<file path="config.mk">
export PLATFORM = sky130hd
export DESIGN_NAME = mem_request_queue
export DESIGN_NICKNAME = d
export VERILOG_FILES = /design/src/rtl/mem_request_queue.sv
export SDC_FILE = /design/constraint.sdc
export NUM_CORES = 1
export LEC_CHECK = 0
export CAP_MARGIN = 40
export CORE_MARGIN = 2
export CORE_UTILIZATION = 40
export CTS_BUF_LIST = sky130_fd_sc_hd__clkbuf_4
export CTS_CLUSTER_SIZE = 20
export DETAILED_ROUTE_END_ITERATION = 8
export SLEW_MARGIN = 25
export SYNTH_ARGS = -nofsm -noshare
export SYNTH_HDL_FRONTEND = slang
export SYNTH_SLANG_ARGS = --single-unit
</file>
<file path="constraint.sdc">
create_clock -name clk -period 12.75 [get_ports clk]
set_input_delay 3.825 -clock clk [delete_from_list [all_inputs] [get_ports clk]]
set_output_delay 3.825 -clock clk [all_outputs]
set_load 0.05 [all_outputs]
</file>
<file path="src/rtl/mem_request_queue.sv">
// mem_request_queue
// -----------------
// First-word-fall-through request queue between a request producer and a
// memory controller. Every accepted request is tagged with a transaction ID
// that increments by one per accepted push, modulo 2**TID_WIDTH.
//
// Ports
//   clk           single clock; all state updates on its rising edge
//   reset         asynchronous, active-low reset
//   req_valid     producer offers a request this cycle
//   req_ready     queue can accept a request this cycle (equals !full)
//   req_rw        access flag, stored unchanged
//   req_address   access address
//   req_data      write data
//   flush         synchronous discard of every queued entry
//   rd_en         consumer pop request
//   data_out      head entry {id, rw, address, data}, valid while empty=0
//   empty         no entry at the head
//   full          all 2**DEPTH_LOG2 entries occupied
//   count         current occupancy, 0..2**DEPTH_LOG2
//   stat_accepted accepted pushes, saturating      (MEM_REQUEST_QUEUE_STATS_EN)
//   stat_stall    cycles with req_valid & !req_ready, saturating
//                                                  (MEM_REQUEST_QUEUE_STATS_EN)
//
// Optional feature: define MEM_REQUEST_QUEUE_STATS_EN to add the two
// statistics counters. Without it the ports and counters do not exist.
//
// Handshake: a request transfers on a rising edge where req_valid=1 and
// req_ready=1 and flush=0. req_ready depends only on registered state, so the
// producer may hold req_valid and its payload until it sees req_ready=1.
// A pop happens on a rising edge where rd_en=1, empty=0 and flush=0; rd_en
// while empty is ignored.

module mem_request_queue #(
    parameter int DATA_WIDTH    = 32,
    parameter int ADDR_WIDTH    = 31,
    parameter int TID_WIDTH     = 16,
    parameter int DEPTH_LOG2    = 3,
    localparam int REQ_WIDTH     = 1 + ADDR_WIDTH + DATA_WIDTH,
    localparam int DP_DATA_WIDTH = TID_WIDTH + REQ_WIDTH
) (
    input  logic                     clk,
    input  logic                     reset,
    input  logic                     req_valid,
    output logic                     req_ready,
    input  logic                     req_rw,
    input  logic [ADDR_WIDTH-1:0]    req_address,
    input  logic [DATA_WIDTH-1:0]    req_data,
    input  logic                     flush,
    input  logic                     rd_en,
    output logic [DP_DATA_WIDTH-1:0] data_out,
    output logic                     empty,
    output logic                     full,
    output logic [DEPTH_LOG2:0]      count
`ifdef MEM_REQUEST_QUEUE_STATS_EN
    ,
    output logic [31:0]              stat_accepted,
    output logic [31:0]              stat_stall
`endif
);

    localparam int                  DEPTH     = 1 << DEPTH_LOG2;
    localparam logic [DEPTH_LOG2:0] MAX_COUNT = {1'b1, {DEPTH_LOG2{1'b0}}};
    localparam logic [DEPTH_LOG2:0] CNT_ONE   = 1;
    localparam logic [DEPTH_LOG2-1:0] PTR_ONE = 1;
    localparam logic [TID_WIDTH-1:0]  TID_ONE = 1;

    logic [DP_DATA_WIDTH-1:0] mem [DEPTH];
    logic [DEPTH_LOG2-1:0]    wr_ptr;
    logic [DEPTH_LOG2-1:0]    rd_ptr;
    logic [DEPTH_LOG2:0]      count_q;
    logic [TID_WIDTH-1:0]     next_id;

    logic push;
    logic pop;

    // Status is decoded from the occupancy register only.
    assign empty     = (count_q == '0);
    assign full      = (count_q == MAX_COUNT);
    assign count     = count_q;
    assign req_ready = !full;

    // flush wins over both push and pop; a push offered alongside flush is
    // discarded and does not consume an ID.
    assign push = req_valid && !full && !flush;
    assign pop  = rd_en && !empty && !flush;

    // Head entry falls through combinationally from the storage array.
    assign data_out = mem[rd_ptr];

    // Storage is not reset; only the pointers and occupancy define validity.
    always_ff @(posedge clk) begin
        if (push) begin
            mem[wr_ptr] <= {next_id, req_rw, req_address, req_data};
        end
    end

    always_ff @(posedge clk or negedge reset) begin
        if (!reset) begin
            wr_ptr  <= '0;
            rd_ptr  <= '0;
            count_q <= '0;
            next_id <= '0;
        end else if (flush) begin
            // Equalise pointers by discarding everything between them.
            rd_ptr  <= wr_ptr;
            count_q <= '0;
        end else begin
            if (push) begin
                wr_ptr  <= wr_ptr + PTR_ONE;
                next_id <= next_id + TID_ONE;
            end
            if (pop) begin
                rd_ptr <= rd_ptr + PTR_ONE;
            end
            case ({push, pop})
                2'b10:   count_q <= count_q + CNT_ONE;
                2'b01:   count_q <= count_q - CNT_ONE;
                default: count_q <= count_q;
            endcase
        end
    end

`ifdef MEM_REQUEST_QUEUE_STATS_EN
    always_ff @(posedge clk or negedge reset) begin
        if (!reset) begin
            stat_accepted <= '0;
            stat_stall    <= '0;
        end else begin
            if (push && (stat_accepted != '1)) begin
                stat_accepted <= stat_accepted + 32'd1;
            end
            if (req_valid && !req_ready && (stat_stall != '1)) begin
                stat_stall <= stat_stall + 32'd1;
            end
        end
    end
`endif

endmodule

</file>
==> impl_metrics.csv, run 1 <==
group,metric,value,unit
synthesis,synth.cell_area,25330,um^2
synthesis,yosys.cell_types.count,45,
synthesis,syn-mean-instance-area,23.94,um^2
power,clock_power_share,25.6,%
power,power_frac_comb,36.2,%
timing,timing.fmax,125.1,MHz
route,wl,51.62,mm
timing,timing_worst_slew_pin_value,0.8947,ns
route,drt-initial-drc-count,679,
floorplan,rows,92,
power,power_switching_share,34.41,%
floorplan,die_height,255.6,um
cells_and_area,nFillCells,5217,
synthesis,post_synth_inst_count,1058,
route,detail_route.wl_per_cell,22.02,um
cells_and_area,area_growth_from_synthesis_to_layout,20.08,%
timing,final_max_slew_viol_count,0,
timing,tns,0,ns
grt,grt_pass1_wl,79.43,mm
synthesis,synth.net_count,1133,
critical_path,timing.critical_path.arrival,4.17,ns
timing,timing.max_slew.rel_slack,40.35,%
synthesis,synthArstFlopShare,3.904,%
power,vdd.ir_drop.worst,0.1901,mV
floorplan,area_enclosed_by_the_die_boundary,65350,um^2
route,routed-via-count,11810,
floorplan,floorplan.core_area,62850,um^2
clock_network,cts.sinks,666,
grt,pin_count_of_the_biggest_net_entering_global_routing,139,
synthesis,cell_types_with_the_largest_area_share_after_synthesis,"sky130_fd_sc_hd__edfxtp_1 (76%), sky130_fd_sc_hd__mux4_2 (14%), sky130_fd_sc_hd__mux2_2 (3.6%)",
synthesis,synth_top_area_share,75.87,%
clock_network,postCtsSetupRepairBufs,0,
floorplan,floorplan.io_pins,156,
route,drt.antenna.violating_nets,0,
synthesis,synth_edf_count,640,
grt,first_global_vias,13190,
critical_path,timing_worst_setup_path_type,"reg2out",
cells_and_area,finish.utilization,48.40,%
synthesis,synth_warnings,0,
cells_and_area,finalNetCount,1441,
clock_network,clk_root_buffer_cell,"sky130_fd_sc_hd__clkbuf_4",
clock_network,insertion_delay,0.96,ns
clock_network,cts_buffers,168,
timing,timing.final.hold_violations,0,
timing,finalCriticalPeriod,7.995,ns
power,power.net_switching,2.475,mW
status,run_status,"finished, final reports clean",
grt,globalRoute.totalOverflow,0,
timing,post-route-period-util,62.71,%
placed_design,buffer_ports.inserted,155,
clock_network,post_cts_hold_buffer_count,0,
grt,antenna_found_initial,1,
power,p_leak,9.795,nW
synthesis,synth_largest_area_cell,"sky130_fd_sc_hd__edfxtp_1",
critical_path,worstPathRequired,8.92,ns
critical_path,worstPathMaxFanout,30,
synthesis,synth_seq_cells,666,
route,viasPerCell,5.040,
timing,grt_setup_unrepaired,"no",
placed_design,gp_congestion,0.6949,
power,intPower,4.716,mW
clock_network,cts_tree,"yes",
power,pwr-share-seq,38.2,%
clock_network,cts-root-to-sink-buffers,3,
synthesis,dominant_register_cell_in_the_synthesized_netlist,"sky130_fd_sc_hd__edfxtp_1",
run,cap_viol_max_count,0,
synthesis,synth_seq_area_share,78.44,%
timing,setup-violations-final,0,
grt,global_route.usage.total,16.35,%
floorplan,die_x,255.6,um
critical_path,cp-end-kind,"output pin",
clock_network,cts_h_tree_lvls,4,
clock_network,path_clk_slew,0.06,ns
cells_and_area,proportion_of_layout_cells_with_a_drive_suffix_above_1,36.50,%
clock_network,post_cts_resized,0,
route,drc,0,
placed_design,hpwl,27.33,mm
power,power_density,236.4,nW/um^2
floorplan,initial_core_util,40.30,%
route,drt-pass1-iter-count,5,
timing,finClkSkew,0.04839,ns
critical_path,worst_setup_path_start_kind,"flip-flop",
min_path,worst_hold_path_type,"reg2reg",
## worst max-delay path, stage by stage (launching register included)
cell,delay (ns)
sky130_fd_sc_hd__dfrtp_4,0.68
sky130_fd_sc_hd__buf_12,0.28
sky130_fd_sc_hd__buf_4,0.38
sky130_fd_sc_hd__buf_16,0.30
sky130_fd_sc_hd__mux4_2,0.54
sky130_fd_sc_hd__mux2_2,0.30
sky130_fd_sc_hd__clkdlybuf4s50_1,0.71
## kinds of logic after synthesis
group	after synthesis	share of synthesized area, %
and+or+nand+nor	59	1.378
buffers and inverters	49	0.8200
xor gates and xnor gates	20	0.6915
DFF	666	78.44
adders and majority gates	6	0.3260
AOI/OAI and AO/OA	15	0.4397
muxes	243	17.91
## per-stage QoR
step	cell area [um^2]	total power [mW]	worst slack, ns	cells	hold slack [ns]
2_1_floorplan	25330	4.612	0.1016	1058	0.5345
3_3_place_gp	27970	5.394	5.281	2033	0.5950
3_5_place_dp	28150	5.447	5.324	2041	0.6385
4_1_cts	30390	7.324	4.401	2341	0.6506
5_1_grt	30420	7.551	4.370	2343	0.7007
6_report	30420	7.191	4.755	2344	0.6356
## final timing paths
kind	start	to	slack, ns	cells past startpoint
max	rd_ptr[0]	data_out[22]	4.75	6
min	next_id[15]	next_id[15]	0.64	1
max reg2reg	count[0]	mem[5][36]	9.40	8
min reg2reg	next_id[15]	next_id[15]	0.64	1
max in group asynchronous	reset	rd_ptr[2]	9.16	2
min in group asynchronous	reset	next_id[0]	3.25	2
## state kept, by name (all words and copies together), names as in the netlist
register  flops
count         4
mem         640
next_id      16
rd_ptr        3
wr_ptr        3
## synthesized netlist by cell type, types with 2 or more instances
master                     instances
sky130_fd_sc_hd__ha_1              5
sky130_fd_sc_hd__and4_1            2
sky130_fd_sc_hd__a21oi_1           2
sky130_fd_sc_hd__nor3_1            7
sky130_fd_sc_hd__nand3_1           6
sky130_fd_sc_hd__nor3b_1           2
sky130_fd_sc_hd__nor2_1            5
sky130_fd_sc_hd__dfrtp_1          26
sky130_fd_sc_hd__mux2_2           80
sky130_fd_sc_hd__mux2i_1           2
sky130_fd_sc_hd__nand2b_1          4
sky130_fd_sc_hd__nor2b_1           2
sky130_fd_sc_hd__xor2_1            4
sky130_fd_sc_hd__o21ai_0           4
sky130_fd_sc_hd__clkbuf_1         27
sky130_fd_sc_hd__nand4_1           2
sky130_fd_sc_hd__edfxtp_1        640
sky130_fd_sc_hd__xnor2_1          16
sky130_fd_sc_hd__nor4_1            2
sky130_fd_sc_hd__buf_2            19
sky130_fd_sc_hd__nand2_1          17
sky130_fd_sc_hd__mux4_2          160
sky130_fd_sc_hd__buf_1             2
## routing by layer
metal | global-route usage, % | vias to the layer above | wire length (um)
met3 | 4.872 | 80 | 2657
met4 | 6.075 | 0 | 957
li1 | - | 5234 | -
met5 | 0 | - | 0
met2 | 25.98 | 305 | 25540
met1 | 21.40 | 6194 | 22470
## cell usage in the layout (no fill, tap or decap), types with 16 or more instances in the layout
cell,synthesis,final
sky130_fd_sc_hd__edfxtp_1,640,640
sky130_fd_sc_hd__clkbuf_4,0,238
sky130_fd_sc_hd__mux4_2,160,160
sky130_fd_sc_hd__clkdlybuf4s50_1,0,155
sky130_fd_sc_hd__mux2_2,80,80
sky130_fd_sc_hd__clkinv_1,0,43
sky130_fd_sc_hd__dfrtp_1,26,23
sky130_fd_sc_hd__buf_4,0,21
sky130_fd_sc_hd__nand2_1,17,17
sky130_fd_sc_hd__xnor2_1,16,16
## cell type report
type,instances,area (um^2),share of cell area [%]
flip-flops and latches,666,19880,65.36
multi-input cells,343,5303,17.43
repair buffers,186,1924,6.326
clock buffers,238,1787,5.874
well taps,846,1059,3.480
clock inverters,62,456.7,1.501
diodes,2,5.005,0.01645
inverters,1,3.754,0.01234
## power groups by stage
stage	combinational [mW]	clock (mW)	sequential [mW]
2_1_floorplan	1.87	0	2.74
3_3_place_gp	2.58	0	2.82
3_5_place_dp	2.64	0	2.80
4_1_cts	2.65	1.91	2.76
5_1_grt	2.75	2.02	2.77
6_report	2.60	1.84	2.75
(Power assumes the default switching activity.)
==> run 2: changes to the inputs <==
- clock period: 12.75 -> 6.9 ns (I/O delays scaled with it)
==> impl_metrics.csv, run 2 (synthesized netlist as in run 1, its figures left out) <==
group,metric,value,unit
status,run_status,"finished, final reports clean",
floorplan,floorplan.core_area,62850,um^2
floorplan,initial_core_util,40.30,%
critical_path,slowest_stage,"sky130_fd_sc_hd__clkdlybuf4s50_1",
cells_and_area,proportion_of_layout_cells_with_a_drive_suffix_above_1,37.46,%
cells_and_area,final_common_cell,"sky130_fd_sc_hd__edfxtp_1",
grt,grt_pass1_wl,79.21,mm
floorplan,die_height,255.6,um
clock_network,cts-root-to-sink-buffers,3,
grt,antenna_found_initial,2,
timing,final_max_slew_viol_count,0,
timing,timing.final.hold_violations,0,
critical_path,worstPathRequired,4.83,ns
critical_path,timing.rr.end,"count[3]",
cells_and_area,layout_common_cells,"sky130_fd_sc_hd__edfxtp_1 (640), sky130_fd_sc_hd__clkbuf_4 (248), sky130_fd_sc_hd__mux4_2 (160), sky130_fd_sc_hd__clkdlybuf4s50_1 (155), sky130_fd_sc_hd__mux2_2 (80)",
critical_path,worst_r2r_path_depth,8,
power,p_leak,9.807,nW
min_path,worst_hold_path.endpoint,"next_id[15]",
clock_network,cts_h_tree_lvls,4,
min_path,holdCritStartpoint,"next_id[15]",
grt,pin_count_of_the_biggest_net_entering_global_routing,81,
cells_and_area,area_growth_from_synthesis_to_layout,20.25,%
floorplan,rows,92,
route,routed-via-count,11990,
placed_design,hpwl,27.02,mm
power,vdd.ir_drop.worst,0.2703,mV
cells_and_area,largest_register_ff_count,640,
cells_and_area,nFillCells,5208,
grt,first_global_vias,13260,
timing,setup-violations-final,0,
placed_design,dpl-instance-area,28230,um^2
min_path,worst_hold_path_type,"reg2reg",
timing,timing_worst_slew_pin_value,0.8234,ns
floorplan,die_x,255.6,um
route,drt-initial-drc-count,744,
timing,post-route-period-util,85.26,%
clock_network,cts_buffers,170,
clock_network,path_clk_slew,0.07,ns
route,detail_route.wl_per_cell,22.32,um
power,power,13.31,mW
run,cap_viol_max_count,0,
critical_path,timing.reg2reg.setup_slack,3.90,ns
clock_network,post_cts_hold_buffer_count,0,
cells_and_area,sequential_cell_area,19880,um^2
cells_and_area,max_flop_register,"mem",
route,wl,52.11,mm
placed_design,gp_congestion,0.7184,
grt,global_route.usage.total,16.29,%
floorplan,floorplan.io_pins,156,
route,drc,0,
route,drt-pass1-iter-count,5,
critical_path,timing_worst_setup_path_type,"reg2out",
timing,tns,0,ns
timing,timing.max_slew.rel_slack,44.69,%
critical_path,timing.critical_path.arrival,3.81,ns
route,drt.antenna.violating_nets,0,
grt,globalRoute.totalOverflow,0,
critical_path,worstPathMaxFanout,33,
critical_path,slowest_delay,0.74,ns
critical_path,critical_path_cell_sequence,"buf_12 > buf_12 > mux4_2 > mux2_2 > clkdlybuf4s50_1",
clock_network,postCtsSetupRepairBufs,0,
power,power_density,436.9,nW/um^2
timing,finClkSkew,0.04258,ns
timing,timing.fmax,170.0,MHz
cells_and_area,fin_area,30460,um^2
critical_path,crit_path_frequent_cell,"sky130_fd_sc_hd__buf_12",
cells_and_area,area_taken_by_multi_input_logic_gates,5318,um^2
min_path,min_path_cells,1,
clock_network,cts_tree,"yes",
timing,finalCriticalPeriod,5.883,ns
critical_path,worst_setup_path_start_kind,"flip-flop",
critical_path,r2r-start,"count[0]",
clock_network,post_cts_resized,0,
route,viasPerCell,5.139,
clock_network,clk_root_buffer_cell,"sky130_fd_sc_hd__clkbuf_4",
placed_design,buffer_ports.inserted,155,
cells_and_area,finalNetCount,1444,
timing,grt_setup_unrepaired,"no",
clock_network,insertion_delay,0.95,ns
floorplan,area_enclosed_by_the_die_boundary,65350,um^2
clock_network,cts.sinks,666,
critical_path,cp-end-kind,"output pin",
-- run 2: cell count changes in the layout (fill, tap and decap cells not counted), moves of 2 or more --
cell	change
sky130_fd_sc_hd__clkinv_1	-20
sky130_fd_sc_hd__buf_4	-3
sky130_fd_sc_hd__clkinvlp_4	+2
sky130_fd_sc_hd__clkinv_2	+2
sky130_fd_sc_hd__buf_12	+5
sky130_fd_sc_hd__inv_2	-2
sky130_fd_sc_hd__clkbuf_4	+10
-- run 2: final cells by class --
class	count	share of cell area, %
inverters	1	0.01232
clock inverters	42	1.183
well taps	846	3.475
flip-flops and latches	666	65.27
repair buffers	187	6.482
diodes	1	0.008216
multi-input cells	343	17.46
clock buffers	248	6.112
-- run 2: worst max-delay path, delay by kind of cell (launching register included) --
family | cells | cell delay, ns
buf+inv | 3 | 1.35
flops | 1 | 0.64
mux | 2 | 0.83
-- run 2: worst max-delay path by stage --
stage	startpoint	endpoint	slack, ns
after CTS	rd_ptr[0]	data_out[21]	0.77
after detailed placement	flush	mem[0][78]	1.88
after global placement	rd_ptr[0]	data_out[49]	1.75
after global routing	rd_ptr[0]	data_out[21]	0.74
after floorplan	flush	mem[2][0]	-1.82
final	rd_ptr[0]	data_out[14]	1.02
-- run 2: where the power goes --
part	switching (mW)	internal (mW)	total, mW	leakage (nW)
Sequential	0.268	4.81	5.08	6.13
Combinational	2.81	2.02	4.83	2.36
Clock	1.50	1.90	3.40	1.31
Total	4.58	8.73	13.3	9.81
-- run 2: per-stage QoR --
stage	utilization [%]	instances	setup slack [ns]	hold WS [ns]
3_5_place_dp	44.92	2043	1.879	0.6482
3_3_place_gp	44.82	2040	1.755	0.6195
6_report	48.46	2334	1.017	0.6713
2_1_floorplan	-	1058	-1.816	0.5458
5_1_grt	48.46	2334	0.7388	0.7023
4_1_cts	48.46	2333	0.7722	0.6574
-- run 2: metal layers --
metal	GRT usage, %	vias to the layer above	share of wire (%)	routed length, um
met5	0	-	0.019	10
met4	5.962	2	1.6	815
met3	4.496	66	4.3	2254
met2	26.89	280	51	26550
met1	20.70	6412	43	22480
li1	-	5234	-	-
==> run 3: changes to the inputs <==
--- a/config.mk
+++ b/config.mk
@@ -13,3 +13,2 @@
 export DETAILED_ROUTE_END_ITERATION = 8
-export SLEW_MARGIN = 25
 export SYNTH_ARGS = -nofsm -noshare
--- a/constraint.sdc
+++ b/constraint.sdc
@@ -3,2 +3,2 @@
 set_output_delay 2.07 -clock clk [all_outputs]
-set_load 0.05 [all_outputs]
+set_load 0.1 [all_outputs]
==> impl_metrics.csv, run 3 (synthesized netlist as in run 1, its figures left out) <==
group,metric,value,unit
status,run_status,"finished, final reports clean",
placed_design,gp_congestion,0.7047,
route,wl,52.59,mm
timing,tns,0,ns
route,detail_route.wl_per_cell,21.60,um
grt,pin_count_of_the_biggest_net_entering_global_routing,75,
clock_network,post_cts_hold_buffer_count,0,
critical_path,worst_setup_path_start_kind,"flip-flop",
clock_network,cts_buffers,173,
timing,finalCriticalPeriod,5.954,ns
cells_and_area,finish.utilization,51.05,%
clock_network,postCtsSetupRepairBufs,0,
critical_path,timing_worst_setup_path_type,"reg2out",
critical_path,worstPathRequired,4.83,ns
clock_network,cts.sinks,666,
route,drt.antenna.violating_nets,0,
cells_and_area,area_growth_from_synthesis_to_layout,26.67,%
min_path,worst_hold_path_type,"reg2reg",
route,drt-pass1-iter-count,5,
floorplan,area_enclosed_by_the_die_boundary,65350,um^2
route,drt-initial-drc-count,709,
critical_path,slowest_delay,0.66,ns
clock_network,cts_tree,"yes",
clock_network,path_clk_slew,0.07,ns
floorplan,die_x,255.6,um
critical_path,timing.critical_path.arrival,3.88,ns
min_path,min_path_cells,0,
critical_path,crit_family,"buffers and inverters",
clock_network,clk_root_buffer_cell,"sky130_fd_sc_hd__clkbuf_4",
timing,setup-violations-final,0,
clock_network,cts_h_tree_lvls,4,
timing,timing.final.hold_violations,0,
timing,post-route-period-util,86.30,%
route,viasPerCell,5.053,
route,routed-via-count,12300,
floorplan,rows,92,
timing,timing.max_slew.rel_slack,45.76,%
clock_network,post_cts_resized,0,
floorplan,floorplan.core_area,62850,um^2
grt,first_global_vias,13580,
critical_path,timing.critical_path.depth,5,
timing,timing_worst_slew_pin_value,0.8136,ns
grt,antenna_found_initial,4,
timing,final_max_slew_viol_count,0,
timing,timing.fmax,167.9,MHz
grt,globalRoute.totalOverflow,0,
critical_path,cp-end-kind,"output pin",
placed_design,hpwl,27.20,mm
cells_and_area,layout_common_cells,"sky130_fd_sc_hd__edfxtp_1 (640), sky130_fd_sc_hd__clkbuf_4 (257), sky130_fd_sc_hd__mux4_2 (160), sky130_fd_sc_hd__clkdlybuf4s50_1 (155), sky130_fd_sc_hd__mux2_2 (80)",
floorplan,floorplan.io_pins,156,
cells_and_area,finalNetCount,1529,
clock_network,cts-root-to-sink-buffers,3,
placed_design,buffer_ports.inserted,155,
grt,global_route.usage.total,16.58,%
critical_path,worstPathMaxFanout,74,
critical_path,timing.critical_path.buf_inv,3,
critical_path,critical_path_cell_sequence,"buf_12 > mux4_2 > mux2_2 > clkdlybuf4s50_1 > buf_16",
cells_and_area,max_flop_register,"mem",
floorplan,initial_core_util,40.30,%
grt,grt_pass1_wl,80.59,mm
clock_network,insertion_delay,0.99,ns
critical_path,slowest_stage,"sky130_fd_sc_hd__dfrtp_4",
cells_and_area,final_common_cell,"sky130_fd_sc_hd__edfxtp_1",
floorplan,die_height,255.6,um
route,drc,0,
cells_and_area,largest_register_ff_count,640,
timing,grt_setup_unrepaired,"no",
run,cap_viol_max_count,0,
timing,finClkSkew,0.05671,ns
cells_and_area,proportion_of_layout_cells_with_a_drive_suffix_above_1,41.16,%
critical_path,worst_r2r_path_depth,6,
[run 3: final timing paths]
kind	from	endpoint	slack [ns]
min in group asynchronous	reset	next_id[7]	1.46
min	next_id[8]	mem[7][72]	0.65
min reg2reg	next_id[8]	mem[7][72]	0.65
max	rd_ptr[0]	data_out[54]	0.95
max in group asynchronous	reset	rd_ptr[1]	5.09
max reg2reg	count[0]	mem[7][36]	3.96
[run 3: layout make-up]
class	instances	area (um^2)
antenna	5	12.51
tap	846	1059
clock buffer	257	1929
multi-input combinational	343	5318
fill	5099	30760
sequential	666	19880
inverter	1	3.754
clock inverter	48	357.8
timing repair buffer	269	3526
[run 3: routing by layer]
layer,part of all wire (%),track usage [%],vias up,routed length (um)
met5,0.048,0,-,25
li1,-,-,5418,-
met2,50,26.99,310,26380
met3,4.9,4.585,77,2601
met1,43,21.33,6495,22670
met4,1.7,6.303,4,913
[run 3: stage by stage]
stage | hold WS (ns) | instance area (um^2) | setup slack [ns] | instances
after floorplan | 0.5458 | 25340 | -1.823 | 1058
after global placement | 0.6090 | 28120 | 1.590 | 2036
after detailed placement | 0.6383 | 29790 | 1.692 | 2125
after CTS | 0.6232 | 32070 | 0.7061 | 2430
after global routing | 0.6701 | 32090 | 0.6382 | 2435
final | 0.6535 | 32090 | 0.9455 | 2435
Power of run 3 is left out: the tool's default activity adds up to more than one toggle a clock period on the data nets, which glitch-free logic cannot reach.
